**config.mk**
```make
export PLATFORM = sky130hd
export DESIGN_NAME = bus_arbiter
export DESIGN_NICKNAME = d
export VERILOG_FILES = /design/src/rtl/bus_arbiter_pkg.sv /design/src/rtl/bus_arbiter.sv
export SDC_FILE = /design/constraint.sdc
export NUM_CORES = 1
export LEC_CHECK = 0
export ABC_CLOCK_PERIOD_IN_PS = 3400
export BUFFER_PORTS_ARGS = -buffer_cell sky130_fd_sc_hd__buf_4
export CORE_MARGIN = 2
export CORE_UTILIZATION = 49
export CTS_CLUSTER_SIZE = 40
export DETAILED_ROUTE_END_ITERATION = 8
export PLACE_DENSITY = 0.93
export SYNTH_ARGS = -nofsm -noshare
export SYNTH_HDL_FRONTEND = slang
export SYNTH_SLANG_ARGS = --single-unit
```
**constraint.sdc**
```tcl
create_clock -name clk -period 3.4 [get_ports clk]
set_clock_uncertainty 0.15 [all_clocks]
set_input_delay 0 -clock clk [delete_from_list [all_inputs] [get_ports clk]]
set_output_delay 0 -clock clk [all_outputs]
set_load 0.03 [all_outputs]
```
**src/rtl/bus_arbiter_pkg.sv**
```systemverilog
// Shared types for the CPU/PRC bus arbiter: FSM states, bus-owner select, bus request bundle.
package bus_arbiter_pkg;

  typedef enum logic [1:0] {
    CPU_OWN   = 2'd0,
    HALT_WAIT = 2'd1,
    PRC_OWN   = 2'd2,
    RELEASE   = 2'd3
  } arb_state_t;

  typedef enum logic [1:0] {
    OWN_NONE = 2'd0,
    OWN_CPU  = 2'd1,
    OWN_PRC  = 2'd2
  } owner_t;

  typedef struct packed {
    logic [23:0] address;
    logic [7:0]  data;
    logic        read;
    logic        write;
  } bus_req_t;

  localparam int unsigned DEF_HANDOVER_CYCLES = 1;
  localparam logic [15:0] DEF_MAX_HOLD        = 16'd4096;

  // Handover and turnaround states park the bus so neither master's strobes leak.
  function automatic owner_t owner_of(arb_state_t s);
    case (s)
      CPU_OWN: return OWN_CPU;
      PRC_OWN: return OWN_PRC;
      default: return OWN_NONE;
    endcase
  endfunction

endpackage

```
**src/rtl/bus_arbiter.sv**
```systemverilog
// Shares the system bus between CPU (default) and PRC; halts the CPU at a cycle boundary, then grants.
// Grant after 1+HANDOVER_CYCLES edges, release after 2; PRC ownership bounded by MAX_HOLD.
module bus_arbiter
  import bus_arbiter_pkg::*;
#(
  parameter int unsigned HANDOVER_CYCLES = DEF_HANDOVER_CYCLES,
  parameter logic [15:0] MAX_HOLD        = DEF_MAX_HOLD
) (
  input  logic        clk,
  input  logic        reset,
  input  logic [23:0] cpu_address,
  input  logic [7:0]  cpu_data_out,
  input  logic        cpu_read,
  input  logic        cpu_write,
  input  logic        cpu_sync,
  output logic        cpu_halt,
  input  logic [23:0] prc_address,
  input  logic [7:0]  prc_data_out,
  input  logic        prc_read,
  input  logic        prc_write,
  input  logic        prc_request,
  output logic        prc_ack,
  output logic [23:0] mem_address,
  output logic [7:0]  mem_data_out,
  output logic        mem_read,
  output logic        mem_write,
  output logic        hold_overrun,
  input  logic        stat_clear,
  output logic [15:0] stolen_cycles
);

  localparam logic [2:0]  HANDOVER_LAST = 3'(HANDOVER_CYCLES);
  localparam logic [15:0] HOLD_LAST     = MAX_HOLD - 16'd1;

  arb_state_t  state, state_nxt;
  logic        cpu_halt_nxt, prc_ack_nxt, overrun_nxt;
  logic        lockout, lockout_nxt;
  logic [2:0]  wait_cnt, wait_cnt_nxt;
  logic [15:0] hold_cnt, hold_cnt_nxt;
  bus_req_t    cpu_bus, prc_bus, mem_bus;

  always_ff @(posedge clk) begin
    if (reset) begin
      state        <= CPU_OWN;
      cpu_halt     <= 1'b0;
      prc_ack      <= 1'b0;
      hold_overrun <= 1'b0;
      lockout      <= 1'b0;
      wait_cnt     <= '0;
      hold_cnt     <= '0;
    end else begin
      state        <= state_nxt;
      cpu_halt     <= cpu_halt_nxt;
      prc_ack      <= prc_ack_nxt;
      hold_overrun <= overrun_nxt;
      lockout      <= lockout_nxt;
      wait_cnt     <= wait_cnt_nxt;
      hold_cnt     <= hold_cnt_nxt;
    end
  end

  always_comb begin
    state_nxt    = state;
    cpu_halt_nxt = cpu_halt;
    prc_ack_nxt  = prc_ack;
    overrun_nxt  = 1'b0;
    wait_cnt_nxt = wait_cnt;
    hold_cnt_nxt = hold_cnt;
    lockout_nxt  = prc_request ? lockout : 1'b0;
    case (state)
      CPU_OWN: begin
        if (prc_request && cpu_sync && !lockout) begin
          state_nxt    = HALT_WAIT;
          cpu_halt_nxt = 1'b1;
          wait_cnt_nxt = '0;
        end
      end
      HALT_WAIT: begin
        // A withdrawn request wins over a grant that would land this same edge.
        if (!prc_request) begin
          state_nxt = RELEASE;
        end else if (wait_cnt == HANDOVER_LAST) begin
          state_nxt    = PRC_OWN;
          prc_ack_nxt  = 1'b1;
          hold_cnt_nxt = '0;
        end else begin
          wait_cnt_nxt = wait_cnt + 3'd1;
        end
      end
      PRC_OWN: begin
        hold_cnt_nxt = hold_cnt + 16'd1;
        if (!prc_request) begin
          state_nxt   = RELEASE;
          prc_ack_nxt = 1'b0;
        end else if (hold_cnt == HOLD_LAST) begin
          state_nxt   = RELEASE;
          prc_ack_nxt = 1'b0;
          overrun_nxt = 1'b1;
          lockout_nxt = 1'b1;
        end
      end
      RELEASE: begin
        state_nxt    = CPU_OWN;
        cpu_halt_nxt = 1'b0;
      end
      default: state_nxt = CPU_OWN;
    endcase
  end

  always_ff @(posedge clk) begin
    if (reset || stat_clear) begin
      stolen_cycles <= '0;
    end else if (state == PRC_OWN && stolen_cycles != 16'hFFFF) begin
      stolen_cycles <= stolen_cycles + 16'd1;
    end
  end

  assign cpu_bus = {cpu_address, cpu_data_out, cpu_read, cpu_write};
  assign prc_bus = {prc_address, prc_data_out, prc_read, prc_write};

  always_comb begin
    mem_bus = '0;
    case (owner_of(state))
      OWN_CPU: mem_bus = cpu_bus;
      OWN_PRC: mem_bus = prc_bus;
      default: mem_bus = '0;
    endcase
  end

  assign mem_address  = mem_bus.address;
  assign mem_data_out = mem_bus.data;
  assign mem_read     = mem_bus.read;
  assign mem_write    = mem_bus.write;

endmodule

```
==> summary.txt, run 1 <==
Clocking
  – Worst skew pair latency: just under 300 ps
  – CTS H-tree lvls: 2
  – CTS tree: yes
  – CTS buffer count: 5
  – Post-CTS Resized: 0
  – Clock sink count: 41
  – Root buf cell: clkbuf_8
  – Clock-pin transition on the worst setup and hold timing paths: roughly 80 ps
  – Clock Tree Buf Depth: 2

Timing
  – Fin. Hold Viols: 0
  – Final setup vio count: 0
  – Sum of negative setup slack: 0 ps
  – Max-slew violations: 0
  – RSZ-0062 raised after global routing: no
  – Slew headroom: 0.409
  – Worst slew pin tran: between 800 and 900 ps
  – Final Cycle Share: 0.760
  – Max Clk Rate: between 300 and 400 MHz
  – Post-layout min period: 2580 ps

Pwr
  – Sequential share of power: 0.371
  – Pwr Total: 1.33 mW
  – Pwr/cell area: ~380 mW/mm2
  – Sw Ratio: 0.359
  – Maximum vdd drop: 0.335 mV
  – Int Pwr: ~0.85 mW
  – Switching power: roughly 0.48 mW
  – Clock network power share: 0.218
  – P_leak: 1.55 nW
  – Comb pwr share: 0.411

Floorplanning
  – Die width: between 70 and 80 um
  – DIE AREA: between 0.005 and 0.006 mm2
  – I/O pins: 126
  – DIE HEIGHT: 74.5 um
  – Core area: ~0.0048 mm2
  – Initial core utilization: 0.512
  – Row count: 25

Logic synthesis
  – Synth top area cells: dfxtp_1, a22o_1, ha_1
  – Post-synth EDFFs: 0
  – Post-synth top cells: dfxtp_1, a22o_1, a21oi_1, nand2_1
  – FF+latch count, synth: 41
  – YS warnings: 0
  – Area leader, netlist: dfxtp_1
  – Ys flop type: dfxtp_1
  – Syn avg cell area: 8.39 um2
  – Asr flop ratio synth: 0
  – Syn Nets: roughly 370
  – Synth Instances: 290
  – Distinct cells, synth: 43
  – Sequential share of the synthesized area: 0.337
  – Netlist Area Pre-Place: approximately 0.0024 mm2
  – Top-count cell post-synth: dfxtp_1
  – Yosys top cell area share: 0.337

Route
  – Post-Route WL: 7640 um
  – DRT antenna net count: 0
  – TritonRoute pass-1 iters: 5
  – DRC errors left: 0
  – Number of DRC markers in iteration 0: 188
  – Via Count: between 2000 and 3000
  – Vias/cell: 5.88
  – DR WL/cell: 16.0 um

GRT
  – GRT overflow: 0
  – Largest net degree at the start of global routing: 24
  – Vias in the first global route: about 2400
  – Tot GR Track Use: 0.252
  – Met2 usage: 0.463
  – Met3 Resource Use GR: 0.0407
  – Busiest grt layer: met2
  – First-pass GRT wire length: roughly 11000 um
  – Initial antenna violation count: 0
  – GRT met1 Usage: 0.295

Placed design
  – I/O Buffers: around 130
  – Post-detail-place hpwl: roughly 6000 um
  – Final GP Congestion: ~0.85

Min path
  – HP Class: in2reg

Run status
  – Status: finished, final reports clean

Setup path
  – WP data required: about 3500 ps
  – Critical path capture point type: register
  – Crit Path Max Fanout: 11
  – CP Class: reg2reg
  – CP startpoint kind: register
  – CP arrival: approximately 2700 ps
  – Flop2flop setup slack: 820 ps

Cells and area
  – Area Growth Syn to Fin: 44.7%
  – Fraction of layout instances using a drive strength above 1: 0.341
  – Fillcell total: 370
  – Fin nets: between 400 and 500
  – N_diodes: 0

Run
  – Number of max-cap violations: 0
==> layout make-up <==
cell class,instances,area (um2),share of cell area
Clock buffer,5,68.8,0.0196
Clock inverter,1,5.00,0.00142
Inverter,11,41.3,0.0117
Multi-Input combinational cell,222,1510,0.429
Sequential cell,41,821,0.233
Tap cell,67,83.8,0.0238
Timing Repair Buffer,131,991,0.282
==> stage by stage <==
stage,instances,cell area (um2),hold slack [ps],utilization,setup WS (ps)
2_1_floorplan,290,2430,29.4,-,1240
3_3_place_gp,469,3410,113,0.718,1010
3_5_place_dp,469,3410,119,0.718,872
4_1_cts,478,3520,17.2,0.740,849
5_1_grt,478,3520,55.6,0.740,611
6_report,478,3520,33.9,0.740,816
==> cells by family (layout without fill, tap and decap cells) <==
family                   Yosys count  count (layout)  synth area share
AND/OR/NAND/NOR                  100             100             0.227
AO/OA/AOI/OAI                     99              99             0.293
flip-flops                        41              41             0.337
buffers and inverters             27             148            0.0427
adder cells (fa/ha/maj)           10              10            0.0514
XOR/XNOR                          10              10            0.0360
multiplexers                       3               3            0.0123
==> placed cells by master, fill, tap and decap left out, types with 10 or more instances in the layout <==
master and n:
dfxtp_1 41, inv_1 11, ha_1 10, a22o_1 34
buf_4 128, nor2_1 18, o21ai_0 18, nand2_1 21
or3_1 11, a21oi_1 21
==> worst paths after layout <==
check                           startpoint           end  cells after the start
worst max-delay path              state[0]  hold_cnt[15]                      6
worst min-delay path              cpu_sync   wait_cnt[2]                      5
worst max register to register    state[0]  hold_cnt[15]                      6
worst min register to register     lockout       lockout                      2
==> routing by layer <==
metal	vias up	routed length, um
li1	1358	-
met1	1304	2940
met2	123	3940
met3	25	545
met4	0	210
met5	-	0
==> flip-flops by register name (all words and copies together), names as in the netlist <==
register       count
hold_cnt          16
stolen_cycles     16
wait_cnt           3
state              2
cpu_halt           1
hold_overrun       1
lockout            1
prc_ack            1
==> power groups by stage <==
stage / clock, mW / combinational, mW / sequential, mW
global placement: 0 / 0.535 / 0.504
CTS: 0.296 / 0.548 / 0.494
global route: 0.315 / 0.585 / 0.495
floorplan: 0 / 0.327 / 0.507
detailed placement: 0 / 0.544 / 0.506
finish: 0.291 / 0.548 / 0.494
==> repair_timing <==
item | 4_1_cts | 5_1_grt
endpoints found under the setup margin | 0 | 0
endpoints found under the hold margin | 13 | 0
hold buffers | 3 | 0
buffers inserted | 0 | 0
==> worst max-delay path, cell delays in order (launching register included) <==
cell	delay [ps]
dfxtp_1	340
inv_1	170
ha_1	420
nor2b_1	550
o2111ai_1	320
or3_1	420
a21oi_1	140
Power figures use the tool's default switching activity.
==> run 2: changes to the inputs <==
ABC_AREA = 1   (was default)
ABC_CLOCK_PERIOD_IN_PS = 2200   (was 3400)
CORE_UTILIZATION = 43   (was 49)
PLACE_DENSITY = 0.85   (was 0.93)
clock period = 2.2 ns   (was 3.4 ns; I/O delays follow)
==> run 2 against run 1 <==
Net effect: clock-buffer cell count grew 1; synthesized cell count increased by 38%; first-iteration DRC count fell by 5.3%; combinational power grew to 3.8 times the previous value; sequential power increased by 66%; flip-flop and latch count stayed put; wire length is 6.1% higher.
==> summary.txt, run 2 <==
GRT
  – Tot GR Track Use: 0.227
  – Largest net degree at the start of global routing: 35
  – GRT overflow: 0
  – First-pass GRT wire length: 13200 um
  – Vias in the first global route: approximately 2800
  – Initial antenna violation count: 0

Setup path
  – Critical path capture point type: output pin
  – Top cell family by delay on the critical path: adder cells
  – CP arrival: 1910 ps
  – R2R depth: 11
  – Worst Path Buf+Inv: 2
  – Reg2reg start: state[1]
  – RR Endpoint: hold_cnt[4]
  – Crit Path Max Fanout: 34
  – CP startpoint kind: register
  – Crit path largest cell delay: around 630 ps
  – WP data required: between 2000 and 2500 ps
  – CP cell instances: inv_1 > ha_2 > a22o_1 > buf_4
  – Flop2flop setup slack: 200 ps
  – Slowest cell on crit path: ha_2
  – CP Class: reg2out

Cells and area
  – N_diodes: 0
  – Fraction of layout instances using a drive strength above 1: 0.318
  – Fillcell total: 517
  – Fin nets: 610
  – Post-route cell area: around 0.0039 mm2
  – Top flop regs: hold_cnt: 16 flops, stolen_cycles: 16 flops, wait_cnt: 3 flops
  – Most common cell after layout, fill and taps aside: buf_4
  – Area Growth Syn to Fin: 42.8%
  – Commonest cells after routing, fill and taps aside: buf_4, nand2_1, nor2_1, inv_1, dfxtp_1

Floorplanning
  – Core area: between 0.005 and 0.006 mm2
  – Row count: 28
  – I/O pins: between 100 and 150
  – Die width: roughly 83 um
  – DIE AREA: 0.00694 mm2
  – DIE HEIGHT: ~83 um
  – Initial core utilization: 0.451

Pwr
  – Pwr Total: between 3 and 4 mW
  – Maximum vdd drop: 0.723 mV
  – Pwr/cell area: approximately 900 mW/mm2
  – P_leak: between 1.5 and 2 nW

Logic synthesis
  – Distinct cells, synth: 30
  – Top-count cell post-synth: nand2_1
  – Yosys top cell area share: 0.304
  – Post-synth EDFFs: 0
  – Netlist Area Pre-Place: approximately 0.0027 mm2
  – Ys flop type: dfxtp_1
  – Syn Nets: a little under 500
  – FF+latch count, synth: 41
  – Synth top area cells: dfxtp_1, nand2_1, a22o_1
  – YS warnings: 0
  – Area leader, netlist: dfxtp_1
  – Asr flop ratio synth: 0
  – Synth Instances: 400
  – Syn avg cell area: about 6.8 um2
  – Sequential share of the synthesized area: 0.304
  – Post-synth top cells: nand2_1, nor2_1, inv_1, dfxtp_1, a22o_1

Route
  – Post-Route WL: 8100 um
  – DRC errors left: 0
  – Via Count: approximately 3100
  – WL met2: approximately 4100 um
  – M1 WL: 3350 um
  – TritonRoute pass-1 iters: 4
  – Met3 WL: 518 um
  – Max layer used: met4
  – DRT antenna net count: 0
  – DR WL/cell: approximately 13 um
  – Number of DRC markers in iteration 0: about 180
  – Vias/cell: around 5.2

Placed design
  – I/O Buffers: between 100 and 150
  – Placed Area: around 0.0037 mm2
  – Post-detail-place hpwl: about 6200 um
  – Final GP Congestion: between 0.8 and 0.9

Timing
  – Max Clk Rate: ~490 MHz
  – Worst slew pin tran: about 640 ps
  – Max-slew violations: 0
  – RSZ-0062 raised after global routing: no
  – Sum of negative setup slack: 0 ps
  – Fin. Hold Viols: 0
  – Final Cycle Share: 0.935
  – Slew headroom: 0.577
  – Final setup vio count: 0
  – Post-layout min period: around 2100 ps

Clocking
  – Worst skew pair latency: 300 ps
  – CTS tree: yes
  – Clock-pin transition on the worst setup and hold timing paths: about 80 ps
  – CTS H-tree lvls: 2
  – Root buf cell: clkbuf_8
  – Clock sink count: just over 40
  – Clock Tree Buf Depth: 2
  – CTS buffer count: 5

Run
  – Number of max-cap violations: 0

Min path
  – Hold wc startpoint: cpu_data_out[1]
  – Hold Path End: mem_data_out[1]
  – HP Class: in2out
  – Hold Path Depth: 3

Run status
  – Status: finished, final reports clean
[run 2: repair_timing]
item / 4_1_cts / 5_1_grt
buffers inserted: 0 / 3
gates resized for setup: 2 / 1
pin swaps: 0 / 1
hold buffers: 4 / 0
hold endpoints to repair: 13 / 0
setup endpoints to repair: 34 / 12
[run 2: layout make-up]
cell class | instances | area (um2) | share of cell area
repair buffers | 135 | 1020 | 0.265
clock inverters | 2 | 37.5 | 0.00972
flip-flops and latches | 41 | 822 | 0.213
well taps | 75 | 93.8 | 0.0243
clock buffers | 6 | 82.6 | 0.0214
inverters | 49 | 184 | 0.0476
multi-input cells | 295 | 1620 | 0.419
[run 2: kinds of logic after synthesis]
logic type,after synthesis,synth area share
XOR/XNOR,11,0.0356
AND/OR/NAND/NOR,198,0.311
flip-flops,41,0.304
buffers and inverters,64,0.100
adder cells (fa/ha/maj),10,0.0463
AO/OA/AOI/OAI,76,0.203
[run 2: worst max-delay path by stage]
| stage | from | end | depth (start not counted) |
|---|---|---|---|
| after floorplan | stolen_cycles[0] | stolen_cycles[2] | 9 |
| after global placement | state[1] | hold_cnt[12] | 10 |
| after detailed placement | state[0] | mem_address[1] | 4 |
| after CTS | state[1] | hold_cnt[12] | 10 |
| after global routing | state[1] | hold_cnt[12] | 10 |
| final | state[0] | mem_address[12] | 4 |
[run 2: stage by stage]
step                      hold slack [ps]  cells   util  setup WS (ps)
after floorplan                      8.47    400      -            308
after global placement                111    588  0.613            220
after detailed placement              115    588  0.613            154
after CTS                             179    600  0.640            139
after global routing                  196    603  0.644           46.7
final                                 181    603  0.644            143
[run 2: report_power, final]
| group | total [mW] | switching (mW) | internal (mW) |
|---|---|---|---|
| combinational | 2.10 | 1.29 | 0.813 |
| clock | 0.641 | 0.273 | 0.369 |
| sequential | 0.819 | 0.0360 | 0.783 |
| total | 3.56 | 1.60 | 1.96 |
[run 2: routing by layer]
layer	vias to the layer above	global-route usage
li1	1557	-
met1	1414	0.269
met2	126	0.410
met3	15	0.0417
met4	0	0.0730
met5	-	0
[run 2: worst min-delay path, stage by stage]
cell and delay (ps):
buf_4 80, a22o_1 100, buf_4 150
==> run 3: changes to the inputs <==
ABC_CLOCK_PERIOD_IN_PS = 2400   (was 2200)
CORE_UTILIZATION = 45   (was 43)
clock period = 2.4 ns   (was 2.2 ns; I/O delays follow)
==> run 3 against run 2 <==
Net effect: non-clock buffer count fell by 6; clock power fell by 21%; wire length fell by 4.6%; cell count fell by 1.0%; sequential power fell by 8.3%; via count fell by 2.4%; worst setup slack improved by 86 ps; die area fell by 4.2%; sequential share of layout area rose by 0.33 points; combinational power fell by 12%; hold slack got worse by 1.3 ps.
==> summary.txt, run 3 (same netlist as run 2, synthesis figures left out) <==
Timing
  – Worst slew pin tran: about 630 ps
  – Sum of negative setup slack: 0 ps
  – Final setup vio count: 0
  – Hold slack: around 180 ps
  – Fin. Hold Viols: 0
  – Final Cycle Share: 0.905
  – Max Clk Rate: between 400 and 500 MHz
  – Max-slew violations: 0
  – Slew headroom: 0.583
  – Post-layout min period: approximately 2200 ps
  – RSZ-0062 raised after global routing: no
  – Final worst slack: between 200 and 250 ps

Clocking
  – Root buf cell: clkbuf_8
  – CTS H-tree lvls: 2
  – Clock Tree Buf Depth: 2
  – Clock-pin transition on the worst setup and hold timing paths: ~80 ps
  – Clock sink count: just over 40
  – Worst skew pair latency: 300 ps
  – CTS buffer count: 5
  – CTS tree: yes

Cells and area
  – N_diodes: 0
  – Top flop regs: hold_cnt: 16 flops, stolen_cycles: 16 flops, wait_cnt: 3 flops
  – Most common cell after layout, fill and taps aside: buf_4
  – Area Growth Syn to Fin: 40.4%
  – Fin nets: 604
  – Commonest cells after routing, fill and taps aside: buf_4, nand2_1, nor2_1, inv_1, dfxtp_1
  – Fraction of layout instances using a drive strength above 1: 0.308

Pwr
  – P_leak: 1.81 nW
  – Maximum vdd drop: 0.645 mV
  – Int Pwr: between 1.5 and 2 mW
  – Sw Ratio: 0.462
  – Clock network power share: 0.163
  – Switching power: around 1.4 mW
  – Pwr/cell area: 817 mW/mm2
  – Sequential share of power: 0.242
  – Comb pwr share: 0.595

Setup path
  – Crit Path Max Fanout: 14
  – CP Class: reg2reg
  – WP data required: about 2400 ps
  – CP startpoint kind: register
  – Critical path capture point type: register
  – CP arrival: 2220 ps

GRT
  – Met3 Resource Use GR: 0.0495
  – First-pass GRT wire length: ~12000 um
  – Met2 usage: 0.393
  – Initial antenna violation count: 0
  – Vias in the first global route: about 2600
  – Largest net degree at the start of global routing: 35
  – GRT met1 Usage: 0.265
  – GRT overflow: 0
  – Tot GR Track Use: 0.221
  – Busiest grt layer: met2

Route
  – Via Count: 3036
  – Number of DRC markers in iteration 0: 200
  – TritonRoute pass-1 iters: 6
  – Vias/cell: 5.09
  – DR WL/cell: about 13 um
  – DRT antenna net count: 0
  – Post-Route WL: approximately 7700 um
  – DRC errors left: 0

Floorplanning
  – DIE AREA: 0.00664 mm2
  – Die width: 81.5 um
  – Initial core utilization: 0.462
  – Row count: 28
  – Core area: 0.00585 mm2
  – DIE HEIGHT: 81.5 um
  – I/O pins: ~130

Run
  – Number of max-cap violations: 0

Placed design
  – Pre-CTS WS: approximately 270 ps
  – Post-detail-place hpwl: ~5900 um
  – Final GP Congestion: 0.910
  – I/O Buffers: about 130

Min path
  – HP Class: in2out

Run status
  – Status: finished, final reports clean
run 3: changes by cell type in the layout (fill, tap and decap cells not counted), sizes merged:
| cell | before | now |
|---|---|---|
| buf | 131 | 125 |
| bufinv | 1 | 0 |
| clkbuf | 6 | 7 |
| clkinv | 0 | 1 |
| clkinvlp | 1 | 0 |
run 3: final cells by class:
cell class	count	area, um2
clock buffers	7	96.3
clock inverters	1	5.00
fillers	517	2060
inverters	49	184
multi-input cells	295	1620
flip-flops and latches	41	821
well taps	75	93.8
repair buffers	129	978
run 3: metal layers:
metal	share of wire	vias to the layer above
li1	-	1547
met1	0.41	1365
met2	0.50	108
met3	0.070	16
met4	0.017	0
met5	0	-
run 3: repair_timing:
item / 4_1_cts / 5_1_grt
hold buffers: 4 / 0
setup buffers: 0 / 0
endpoints found under the setup margin: 0 / 34
hold endpoints to repair: 13 / 0
resized for setup: 0 / 2
run 3: worst max-delay path, stage by stage (launching register included):
cell and delay, ps:
dfxtp_1 350, inv_1 170, ha_1 370, o21ai_1 170, nor2_4 290, nand2_1 160, nand2_2 140, inv_2 110
o21ai_1 100, nor2_1 50
run 3: final timing paths:
check                        from         endpoint  slack, ps  cells past startpoint
setup / recovery         state[0]      hold_cnt[8]        230                      9
hold / removal    cpu_data_out[4]  mem_data_out[4]        180                      3
setup reg to reg         state[0]      hold_cnt[8]        230                      9
hold reg to reg       hold_cnt[9]      hold_cnt[9]        320                      2
run 3: metrics by stage:
step	total power, mW	cells	utilization	cell area (um2)
4_1_cts	3.10	597	0.648	3790
6_report	3.10	597	0.649	3790
3_5_place_dp	2.59	585	0.624	3650
5_1_grt	3.28	597	0.649	3790
2_1_floorplan	2.04	400	-	2700
3_3_place_gp	2.55	585	0.624	3650
run 3: power groups by stage:
stage | Combinational (mW) | Sequential (mW) | Clock, mW
3_5_place_dp | 1.82 | 0.766 | 0
6_report | 1.84 | 0.751 | 0.504
2_1_floorplan | 1.26 | 0.776 | 0
4_1_cts | 1.84 | 0.751 | 0.510
5_1_grt | 1.98 | 0.757 | 0.543
3_3_place_gp | 1.79 | 0.763 | 0
